## src/rtl/l1_bus_pkg.sv

```systemverilog
// l1_bus_pkg: shared size encodings, controller states and line-address helper.
package l1_bus_pkg;
  localparam logic [3:0] SZ_B = 4'b0001;
  localparam logic [3:0] SZ_H = 4'b0010;
  localparam logic [3:0] SZ_W = 4'b0100;
  localparam logic [3:0] SZ_D = 4'b1000;
  localparam int LINE_WORDS_DEF = 256;
  typedef enum logic [2:0] {ST_IDLE, ST_FILL, ST_RD, ST_WR, ST_DONE} state_t;
  function automatic logic [63:0] line_base(input logic [63:0] a, input int words);
    return a & ~((64'(words) << 3) - 64'd1);
  endfunction
endpackage

```

## src/rtl/bus_timeout_ctr.sv

```systemverilog
// bus_timeout_ctr: counts cycles of an outstanding beat, flags on the TIMEOUT-th cycle.
module bus_timeout_ctr #(
  parameter int TIMEOUT = 1023
) (
  input  logic clk,
  input  logic rst,
  input  logic active,
  output logic expired
);
  localparam int W = $clog2(TIMEOUT + 1);
  logic [W-1:0] cnt_q, cnt_d;
  always_comb begin
    cnt_d   = active ? cnt_q + W'(1) : '0;
    expired = active && (cnt_q == W'(TIMEOUT - 1));
  end
  always_ff @(posedge clk) cnt_q <= rst ? '0 : cnt_d;
endmodule

```

## src/rtl/l1_refill_ctrl.sv

```systemverilog
// l1_refill_ctrl: turns L1 fill/read/write-through requests into single-beat req/ack bus transactions.
module l1_refill_ctrl
  import l1_bus_pkg::*;
#(
  parameter int LINE_WORDS = LINE_WORDS_DEF,
  parameter int TIMEOUT    = 1023
) (
  input  logic        clk,
  input  logic        rst,
  input  logic        write_through_req,
  input  logic        read_req,
  input  logic        read_line_req,
  input  logic [3:0]  L1_size,
  input  logic [63:0] pa,
  input  logic [63:0] wt_data,
  output logic [63:0] line_data,
  output logic [10:0] addr_count,
  output logic        line_write,
  output logic        cache_entry_write,
  output logic        trans_rdy,
  output logic        bus_error,
  output logic        line_fill_abort,
  output logic        bus_req,
  output logic        bus_we,
  output logic [63:0] bus_addr,
  output logic [3:0]  bus_size,
  output logic [63:0] bus_wdata,
  input  logic [63:0] bus_rdata,
  input  logic        bus_ack,
  input  logic        bus_err
);
  state_t      state_q, state_d;
  logic [11:0] beat_q, beat_d;
  logic [63:0] addr_q, addr_d, wdata_q, wdata_d, line_data_q, line_data_d;
  logic [10:0] addr_count_q, addr_count_d;
  logic [3:0]  size_q, size_d;
  logic        gap_q, gap_d, we_q, we_d;
  logic        line_write_q, line_write_d, cew_q, cew_d, trans_q, trans_d;
  logic        berr_q, berr_d, abort_q, abort_d;
  logic        active, expired, fail;

  bus_timeout_ctr #(.TIMEOUT(TIMEOUT)) u_tmo (
    .clk(clk), .rst(rst), .active(active), .expired(expired)
  );

  always_comb begin
    active       = (state_q == ST_FILL || state_q == ST_RD || state_q == ST_WR) && !gap_q;
    fail         = active && (bus_err || expired);
    state_d      = state_q;
    beat_d       = beat_q;
    gap_d        = 1'b0;
    addr_d       = addr_q;
    wdata_d      = wdata_q;
    size_d       = size_q;
    we_d         = we_q;
    line_data_d  = line_data_q;
    addr_count_d = addr_count_q;
    line_write_d = 1'b0;
    cew_d        = 1'b0;
    trans_d      = 1'b0;
    berr_d       = 1'b0;
    abort_d      = 1'b0;
    if (fail) begin
      state_d = ST_DONE;
      berr_d  = 1'b1;
      abort_d = state_q == ST_FILL && beat_q != '0;
    end else begin
      case (state_q)
        ST_IDLE:
          if (read_line_req || read_req || write_through_req) begin
            addr_d  = pa;
            wdata_d = wt_data;
            size_d  = read_line_req ? SZ_D : L1_size;
            we_d    = !read_line_req && !read_req;
            beat_d  = '0;
            state_d = read_line_req ? ST_FILL : read_req ? ST_RD : ST_WR;
          end
        ST_FILL:
          if (gap_q) begin
            // the gap after the last beat's line_write carries the completion
            if (beat_q == 12'(LINE_WORDS)) begin
              cew_d   = 1'b1;
              trans_d = 1'b1;
              state_d = ST_DONE;
            end
          end else if (bus_ack) begin
            line_data_d  = bus_rdata;
            line_write_d = 1'b1;
            addr_count_d = beat_q[10:0];
            beat_d       = beat_q + 12'd1;
            gap_d        = 1'b1;
          end
        ST_RD:
          if (bus_ack) begin
            line_data_d = bus_rdata;
            trans_d     = 1'b1;
            state_d     = ST_DONE;
          end
        ST_WR:
          if (bus_ack) begin
            trans_d = 1'b1;
            state_d = ST_DONE;
          end
        default: state_d = ST_IDLE;
      endcase
    end
    bus_req   = active;
    bus_we    = active && we_q;
    bus_size  = active ? size_q : '0;
    bus_wdata = active ? wdata_q : '0;
    bus_addr  = !active ? '0 :
                state_q == ST_FILL ? line_base(addr_q, LINE_WORDS) | (64'(beat_q) << 3) : addr_q;
  end

  always_ff @(posedge clk) begin
    if (rst) begin
      state_q      <= ST_IDLE;
      beat_q       <= '0;
      gap_q        <= 1'b0;
      addr_q       <= '0;
      wdata_q      <= '0;
      size_q       <= '0;
      we_q         <= 1'b0;
      line_data_q  <= '0;
      addr_count_q <= '0;
      line_write_q <= 1'b0;
      cew_q        <= 1'b0;
      trans_q      <= 1'b0;
      berr_q       <= 1'b0;
      abort_q      <= 1'b0;
    end else begin
      state_q      <= state_d;
      beat_q       <= beat_d;
      gap_q        <= gap_d;
      addr_q       <= addr_d;
      wdata_q      <= wdata_d;
      size_q       <= size_d;
      we_q         <= we_d;
      line_data_q  <= line_data_d;
      addr_count_q <= addr_count_d;
      line_write_q <= line_write_d;
      cew_q        <= cew_d;
      trans_q      <= trans_d;
      berr_q       <= berr_d;
      abort_q      <= abort_d;
    end
  end

  assign line_data         = line_data_q;
  assign addr_count        = addr_count_q;
  assign line_write        = line_write_q;
  assign cache_entry_write = cew_q;
  assign trans_rdy         = trans_q;
  assign bus_error         = berr_q;
  assign line_fill_abort   = abort_q;
endmodule

```

## config.mk

```make
export PLATFORM = sky130hd
export DESIGN_NAME = l1_refill_ctrl
export DESIGN_NICKNAME = d
export VERILOG_FILES = /design/src/rtl/l1_bus_pkg.sv /design/src/rtl/bus_timeout_ctr.sv /design/src/rtl/l1_refill_ctrl.sv
export SDC_FILE = /design/constraint.sdc
export NUM_CORES = 1
export LEC_CHECK = 0
export ABC_AREA = 1
export CAP_MARGIN = 5
export CORE_MARGIN = 4
export CORE_UTILIZATION = 30
export CTS_BUF_LIST = sky130_fd_sc_hd__clkbuf_4
export CTS_CLUSTER_SIZE = 10
export DETAILED_ROUTE_END_ITERATION = 8
export GPL_ROUTABILITY_DRIVEN = 0
export MAX_ROUTING_LAYER = met4
export PLACE_DENSITY = 0.58
export SLEW_MARGIN = 20
export SYNTH_ARGS = -nofsm -noshare
export SYNTH_HDL_FRONTEND = slang
export SYNTH_SLANG_ARGS = --single-unit
```

## constraint.sdc

```tcl
create_clock -name clk -period 2.6 [get_ports clk]
set_clock_uncertainty 0.15 [all_clocks]
set_input_delay 0.52 -clock clk [delete_from_list [all_inputs] [get_ports clk]]
set_output_delay 0.52 -clock clk [all_outputs]
set_load 0.1 [all_outputs]
```

Word level (Yosys, flattened, before mapping)
Cells that the tools add are included.
{ "op_classes": {"addsub": 2, "n_eq_ne": 15, "n_mux": 25, "bitwise_logic": 5, "reduce_logical": 30} }
{ "op_table": {"columns": ["op", "n"], "rows": [
  ["$mux W64", 5],
  ["$pmux W64 S2", 1],
  ["$or A64 B15 Y64", 1],
  ["$mux W12", 3],
  ["$pmux W12 S2", 1],
  ["$mux W3", 5],
  ["$add A12 B1 Y12 const B", 1],
  ["$eq A12 B9 Y1 const B", 1],
  ["$reduce_and A4 Y1", 3],
  ["$reduce_bool A12 Y1", 1],
  ["$add A10 B1 Y10 const B", 1],
  ["$eq A10 B10 Y1 const B", 1],
  ["$pmux W3 S3", 1],
  ["$mux W4", 2],
  ["$ne A2 B2 Y1 const B", 4],
  ["$reduce_or A2 Y1", 4],
  ["$eq A3 B2 Y1 const B", 2],
  ["$logic_and A1 B1 Y1", 6],
  ["$ne A3 B3 Y1 const B", 2],
  ["$reduce_and A3 Y1", 2],
  ["$logic_or A1 B1 Y1", 5],
  ["$mux W1", 5],
  ["$reduce_and A5 Y1", 1],
  ["$ne A2 B1 Y1 const B", 2],
  ["other kinds (11)", 17]
]} }
{ "word_totals": {"regBits": 238, "output_inout_bits": 214, "wordCells": 92} }

Longest topological paths before layout
{ "depth": {"depth_word": 9, "ltp_mapped": 12, "ltp_nobuf": 11} }

Hierarchy
Synthesis repeated with hierarchy kept, for this count alone.
{ "hier_totals": {"hier_cells": 1317, "area_unflattened_um2": 9634.2} }
{ "modules_own_cells": {"columns": ["mod", "instances", "cells_each", "area_each_um2", "seq_area_each_um2"], "rows": [
  ["l1_refill_ctrl", 1, 1256, 9181.3, 4564.4],
  ["bus_timeout_ctr", 1, 61, 452.9, 200.2]
]} }

Worst setup path before layout
OpenSTA, ideal clock, no wires.
{ "synth_timing": {"path_type": "register to output", "startpoint": "reg, netlist name line_write", "endpoint": "out bus_addr[3]", "arrival_time_ps": 3507, "required_time_ps": 1930, "setup_slack_ps": -1577, "stages_incl_launch_ff": 5, "cell_sequence": "dfxtp_1 > inv_1 > nand2_2 > clkbuf_1 > a211oi_1"} }
{ "synth_lines": {"columns": ["element", "line_no", "rtl"], "rows": [
  ["to (decl)", "l1_refill_ctrl.sv:25", "output logic [63:0] bus_addr,"]
]} }

Final worst setup path
{ "layout_timing": {"startpoint": "reg state_q[0]", "endpoint": "out bus_addr[0]"} }
{ "layout_between": {"elab_chain_cells": 5, "word_cells_on_any_way": 8} }
{ "layout_rtl": {"columns": ["element", "line_no", "rtl"], "rows": [
  ["from (decl)", "l1_refill_ctrl.sv:32", "state_t state_q, state_d;"],
  ["from (signal assigned)", "l1_refill_ctrl.sv:132", "state_q <= state_d;"],
  ["$eq A3 B1 Y1 / $eq A3 B2 Y1 (equally long branches)", "l1_refill_ctrl.sv:47, l1_refill_ctrl.sv:112", null],
  ["$logic_or A1 B1 Y1 (2 in a row)", "l1_refill_ctrl.sv:47", "active = (state_q == ST_FILL || state_q == ST_RD || state_q == ST_WR) && !gap_q;"],
  ["$logic_and A1 B1 Y1", "l1_refill_ctrl.sv:47", null],
  ["$mux W64 *", "l1_refill_ctrl.sv:111", "bus_addr = !active ? '0 :"]
]} }
Mark *: on every way between the ends. The rest lies on a longest branch, timed or not.

==> metrics <==
largest cells by area after synthesis dfxtp_1 (44%), inv_1 (13%), nand2_1 (8.0%), nor2_1 (7.8%), a21oi_1 (7.1%); top-count cell post-synth inv_1; Worst Tran Pin Value 673 ps; CTS H-Tree Depth 3; RSZ-0062 raised after global routing true; CP dominant cell by count buf_12; Congestion Overflow GR 0; nets around 2300; DR WL/cell about 16 µm; Max Buffers Root-to-Sink 3; synth-to-layout area growth 75.8%; fin. max-slew vios 0; antenna violations before repair 4; Crit path largest cell delay about 340 ps; Die H roughly 200 µm; crit path cell chain inv_4 > a21oi_4 > nand2_8 > buf_12 > buf_16 > nor3_4 > buf_12; Static Leak 8.17 nW; Total Wirelength ~41 mm; minimum clock period approximately 2800 ps; Hold Vio Cnt, Final 0; CP bufs+invs 4; fill count between 3000 and 4000; Non-Filler Instances around 2600; Seq cells post-synth roughly 240; Final Total Pwr roughly 25 mW; Ys Warns 0; drt first pass iters 4; Inserted Clock Buffers between 70 and 80; clock sinks around 240; crit path capture type primary output; CTS tree built; crit-path leading delay family buffers and inverters; PD cells 1320 nW/µm²; Max Freq 362 MHz; DP HPWL 28.0 mm; top cell type's share of synthesized area 44.1%; critical path's slowest cell dfxtp_2; gr usage total between 20% and 30%; number of global-route vias before repair 11739; Worst Path Required around 1900 ps; Hold/Removal Path Class input pin to flop; asr flop ratio synth 0%; Avg Cell Area, Syn between 6 and 7 µm²; largest net degree at the start of global routing approximately 70; die width 198 µm; drt initial violations just under 500; sequential-to-total area share from yosys stat approximately 44%; fin crit share 106%; Via Count 11549; number of synthesized flops with an enable pin 0; io pins around 420; clk root buf clkbuf_4; layout cells sized above 1 about a quarter; status finished with violations; Critical Path AT roughly 2100 ps; Mapped Nets around 1800; Clk pin slew, worst setup/hold paths roughly 60 ps; Netlist cell types 30; R2R setup slack 190 ps; most frequent cells after synthesis inv_1 (360), dfxtp_1 (238), nand2_1 (229); critical path fanouts, max 6; CP Launch Type flop; Final Setup Violations about 130; dpl cells between 2000 and 2500; Std-Cell Rows 69; Top FF cell, synth dfxtp_1; Relative slew margins between 50 and 60%; Syn Inst Count about 1600; clk_lat worst skew about 700 ps; vias per inst 4.51; WS Path Type flop to primary output; worst setup margin -159 ps; ANT nets after route 0; DRC 0; Die ar. 39100 µm²; global-route wire length before repair roughly 64 mm; Starting Density a little under a third; Peak VDD IR approximately 0.9 mV; failing checks setup timing; Max Cap Violations 0; Synth area leader dfxtp_1; synthesized cell area roughly 11000 µm²; Port Buffers 416; core area 35600 µm²
metal layers:
| layer | global-route usage (%) | routed length, µm | vias to the layer above |
|---|---|---|---|
| met5 | - | 0 | - |
| met4 | 6.68 | 914 | 0 |
| met3 | 10.1 | 5100 | 58 |
| met2 | 32.3 | 18300 | 446 |
| met1 | 24.5 | 16400 | 5176 |
| li1 | - | - | 5869 |
area by class of cell:
cell class / instances / area, µm² / area share [%]
Timing Repair Buffer: 476 / 6260 / 33.0
Multi-Input combinational cell: 896 / 5150 / 27.1
Sequential cell: 238 / 4770 / 25.1
Inverter: 367 / 1400 / 7.37
Clock buffer: 100 / 751 / 3.95
Tap cell: 461 / 577 / 3.04
Clock inverter: 16 / 60.1 / 0.316
Timing Repair inverter: 1 / 11.3 / 0.0593
Antenna cell: 4 / 10.0 / 0.0527
state kept, by name, summed over array words and instances, names as in the netlist:
register	count
addr_count	11
line_write	1
line_fill_abort	1
u_tmo.cnt_q	10
bus_error	1
state_q	3
trans_rdy	1
cache_entry_write	1
size_q	4
beat_q	12
addr_q	64
wdata_q	64
we_q	1
line_data	64
worst reg2reg max path: cells and delay by family, from the launching register on:
family | cells | cell delay (ps)
buffers and inverters | 6 | 1090
flip-flops | 1 | 340
AND/OR/NAND/NOR | 5 | 720
per-stage QoR:
step / setup TNS [ps] / worst slack [ps] / area [µm²] / utilization (%) / hold slack, ps
after floorplan: -28350 / -398 / 11000 / - / 273
after global placement: 0 / 195 / 16700 / 47.0 / 288
after detailed placement: 0 / 205 / 16700 / 47.0 / 293
after CTS: -29380 / -308 / 18900 / 53.1 / 148
after global routing: -32460 / -313 / 19000 / 53.4 / 205
final: -14200 / -159 / 19000 / 53.4 / 274
power breakdown:
part | switching [mW] | internal [mW] | total (mW) | leakage [nW]
clock network | 1.63 | 1.75 | 3.38 | 0.496
logic | 11.3 | 5.17 | 16.5 | 5.71
registers | 0.402 | 4.81 | 5.21 | 1.96
total | 13.4 | 11.7 | 25.1 | 8.17
what timing repair did:
item                                    CTS  global route
hold buffers                              0             0
buffers inserted                         14             4
pin swaps                                 9            11
gates cloned                             15             0
endpoints found under the setup margin  134           134
resized for setup                       219            40
cells by family after synthesis:
family / count (synthesis) / share of synthesized area (%)
buffers and inverters: 470 / 17.8
AND/OR/NAND/NOR: 590 / 23.3
XOR/XNOR: 5 / 0.405
flip-flops: 238 / 44.1
adder cells (fa/ha/maj): 4 / 0.463
AO/OA/AOI/OAI: 296 / 13.9
layout by cell type (no fill, tap or decap), types with 4 or more instances in the layout:
cell type          n
a211oi_1           4
a21oi_1          154
buf_12           153
buf_16            13
buf_4            105
clkbuf_4         100
clkdlybuf4s50_1  202
clkinv_1          12
dfxtp_1          234
diode_2            4
ha_1               4
inv_1            346
inv_2             19
nand2_1          225
nand2_2            7
nand3_1           46
nand4_1           69
nor2_1           105
nor2_4           119
nor3_1             6
nor3_4             4
o21ai_0          125
o21ai_2           10
final timing paths:
path | start | end | depth (start not counted)
worst max register to register | state_q[0] | line_data[28] | 11
worst min-delay path | pa[10] | addr_q[10] | 3
worst max-delay path | state_q[0] | bus_addr[0] | 7
worst min register to register | addr_count[1] | addr_count[1] | 2
Note: power is estimated with default switching activity, not from simulation.
==> RTL edit: new RTL, same flow settings <==
Take the reset off `line_data_q` and load it in a clocked block of its own.
--- a/src/rtl/l1_refill_ctrl.sv
+++ b/src/rtl/l1_refill_ctrl.sv
@@ -123,3 +123,2 @@
       we_q         <= 1'b0;
-      line_data_q  <= '0;
       addr_count_q <= '0;
@@ -138,3 +137,2 @@
       we_q         <= we_d;
-      line_data_q  <= line_data_d;
       addr_count_q <= addr_count_d;
@@ -146,2 +144,6 @@
     end
+  end
+
+  always_ff @(posedge clk) begin
+    line_data_q <= line_data_d;
   end
Check against the original RTL: differs if rst is asserted again (counterexample within 4 cycles, from zero or initial values and one cycle with rst high); with rst held inactive, the same outputs for 4 cycles.
==> RTL edit against the original RTL <==
Routed wire length decreased by 14%; highest routed layer unchanged; area after synthesis decreased by 6.0%; non-clock buffer count decreased by 14; setup slack improved by 0.0068 ns; sequential share of layout area increased by 5.3 points; design area decreased by 6.2%; the run still ends with negative setup slack left; power decreased by 1.6%; sequential cell count unchanged.
==> RTL edit: results (changes against the original RTL) <==
status finished, violations left; failing checks negative setup slack; share of cells above drive strength 1 25.5% (-0.90 points); Iter 0 DRT Violations 330 (-32%); commonest cells in the netlist nor2_1 (424), nand2_1 (353), dfxtp_1 (174), inv_1 (174), edfxtp_1 (64); Final WS setup -0.152 ns (+0.00682 ns); Reg-to-Reg End line_data[22]; clk root buf clkbuf_4; placed cell count 2213 (-8.1%); Final setup violation count 128 (-2.3%); Area contributors post-synth dfxtp_1 (34%), edfxtp_1 (19%), nor2_1 (16%); Post-Synth XOR/XNOR Area 0.431% (+0.026 points); All-Layer GR Usage 18.7% (-2.4 points); largest net degree at the start of global routing 70 (+1.4%); worst-path fanout max 22 (+16); CTS Buffer Depth 3 (unchanged); first-pass GRT wire length 52.1 mm (-18%); vias per cell 4.34 (-3.9%); Slew @ Worst Pin 0.482 ns (-0.192 ns); Gate Count Post-Synth 1386 (-14%); WHS Endpoint line_data[38]; reg2reg start state_q[1]; Routed Antenna Nets 0 (unchanged); hpwl dp 25.7 mm (-8.4%); Final Non-Filler Cells 2332 (-8.9%); hold_sp bus_rdata[38]; Leak 0.00755 uW (-7.5%); Final #Nets 2058 (-8.9%); wirelength, routed 35.1 mm (-14%); CP max stage cell dfxtp_4; Synth Net Count 1593 (-12%); post-synthesis adder-cell area fraction 0.493% (+0.030 points); R2R cell count 8 (-3); HP Class input pin to flop; hold depth 1 (-2); CP max stage delay 0.36 ns (+0.02 ns); reg2reg setup slack 0.48 ns (+0.29 ns); Clk Latency, worst-skew pair 0.73 ns (+0.03 ns); worst slack, placed 0.243 ns (+0.0383 ns); EDFF count, synth 64 (+64); Max rail drop VDD 0.714 mV (-23%); initial antenna violation count 2 (-2); vias in the first global route 9988 (-15%); Seq/Total Area, Yosys 53.2% (+9.1 points); Psw 12800 uW (-4.5%); Pre-Repair DR Iteration Count 5 (+1); Synth Area in Compound Gates 2.83% (-11 points)
-- RTL edit: area by class of cell --
type	instances	area, um2
fill	3080	15600
timing repair inverter	1	16.3
sequential	238	5420
clock inverter	15	136
clock buffer	89	668
timing repair buffer	462	5930
antenna	2	5.00
multi-input combinational	900	4400
inverter	177	681
tap	448	561
-- RTL edit: worst max-delay path by stage --
stage	slack [ns]	depth (start not counted)	start	endpoint
after floorplan	-0.55	5	line_write	bus_addr[15]
after global placement	0.27	11	read_line_req	addr_q[49]
after detailed placement	0.24	8	bus_err	beat_q[0]
after CTS	-0.25	6	state_q[2]	bus_addr[0]
after global routing	-0.28	7	state_q[2]	bus_addr[1]
final	-0.15	7	state_q[2]	bus_addr[1]
-- RTL edit: power groups by stage --
stage / clock network, uW / logic [uW] / registers, uW
after floorplan: 0 / 8940 / 6570
after global placement: 0 / 14400 / 5430
after detailed placement: 0 / 14500 / 5460
after CTS: 3580 / 15600 / 5400
after global routing: 3770 / 17000 / 5510
final: 3420 / 15900 / 5400
-- RTL edit: cell families (layout without fill, tap and decap cells) --
family | after synthesis | count (layout)
adders and majority gates | 4 | 4
and+or+nand+nor | 836 | 836
other | 0 | 2
buffers and inverters | 248 | 744
DFF | 238 | 238
xor gates and xnor gates | 5 | 5
AOI/OAI and AO/OA | 55 | 55
-- RTL edit: metrics by stage --
step                      area [um2]  hold slack, ns  util [%]  TNS [ns]
after global routing           17800           0.135      53.3    -26.47
final                          17800           0.194      53.3    -10.26
after global placement         16200           0.294      48.4         0
after floorplan                10300           0.280         -    -49.87
after detailed placement       16200           0.305      48.4         0
after CTS                      17600           0.104      52.5    -21.03
-- RTL edit: per-layer routing --
layer / track usage [%] / vias to the layer above / share of wire, %
li1: - / 5117 / -
met4: 6.05 / 0 / 2.2
met5: - / - / 0
met2: 32.2 / 407 / 51
met1: 18.5 / 4533 / 35
met3: 9.36 / 54 / 13
-- RTL edit: what timing repair did --
item | 4_1_cts | 5_1_grt
pin swaps | 2 | 5
endpoints found under the setup margin | 132 | 133
resized for setup | 138 | 41
cloned | 3 | 1
setup buffers | 3 | 6
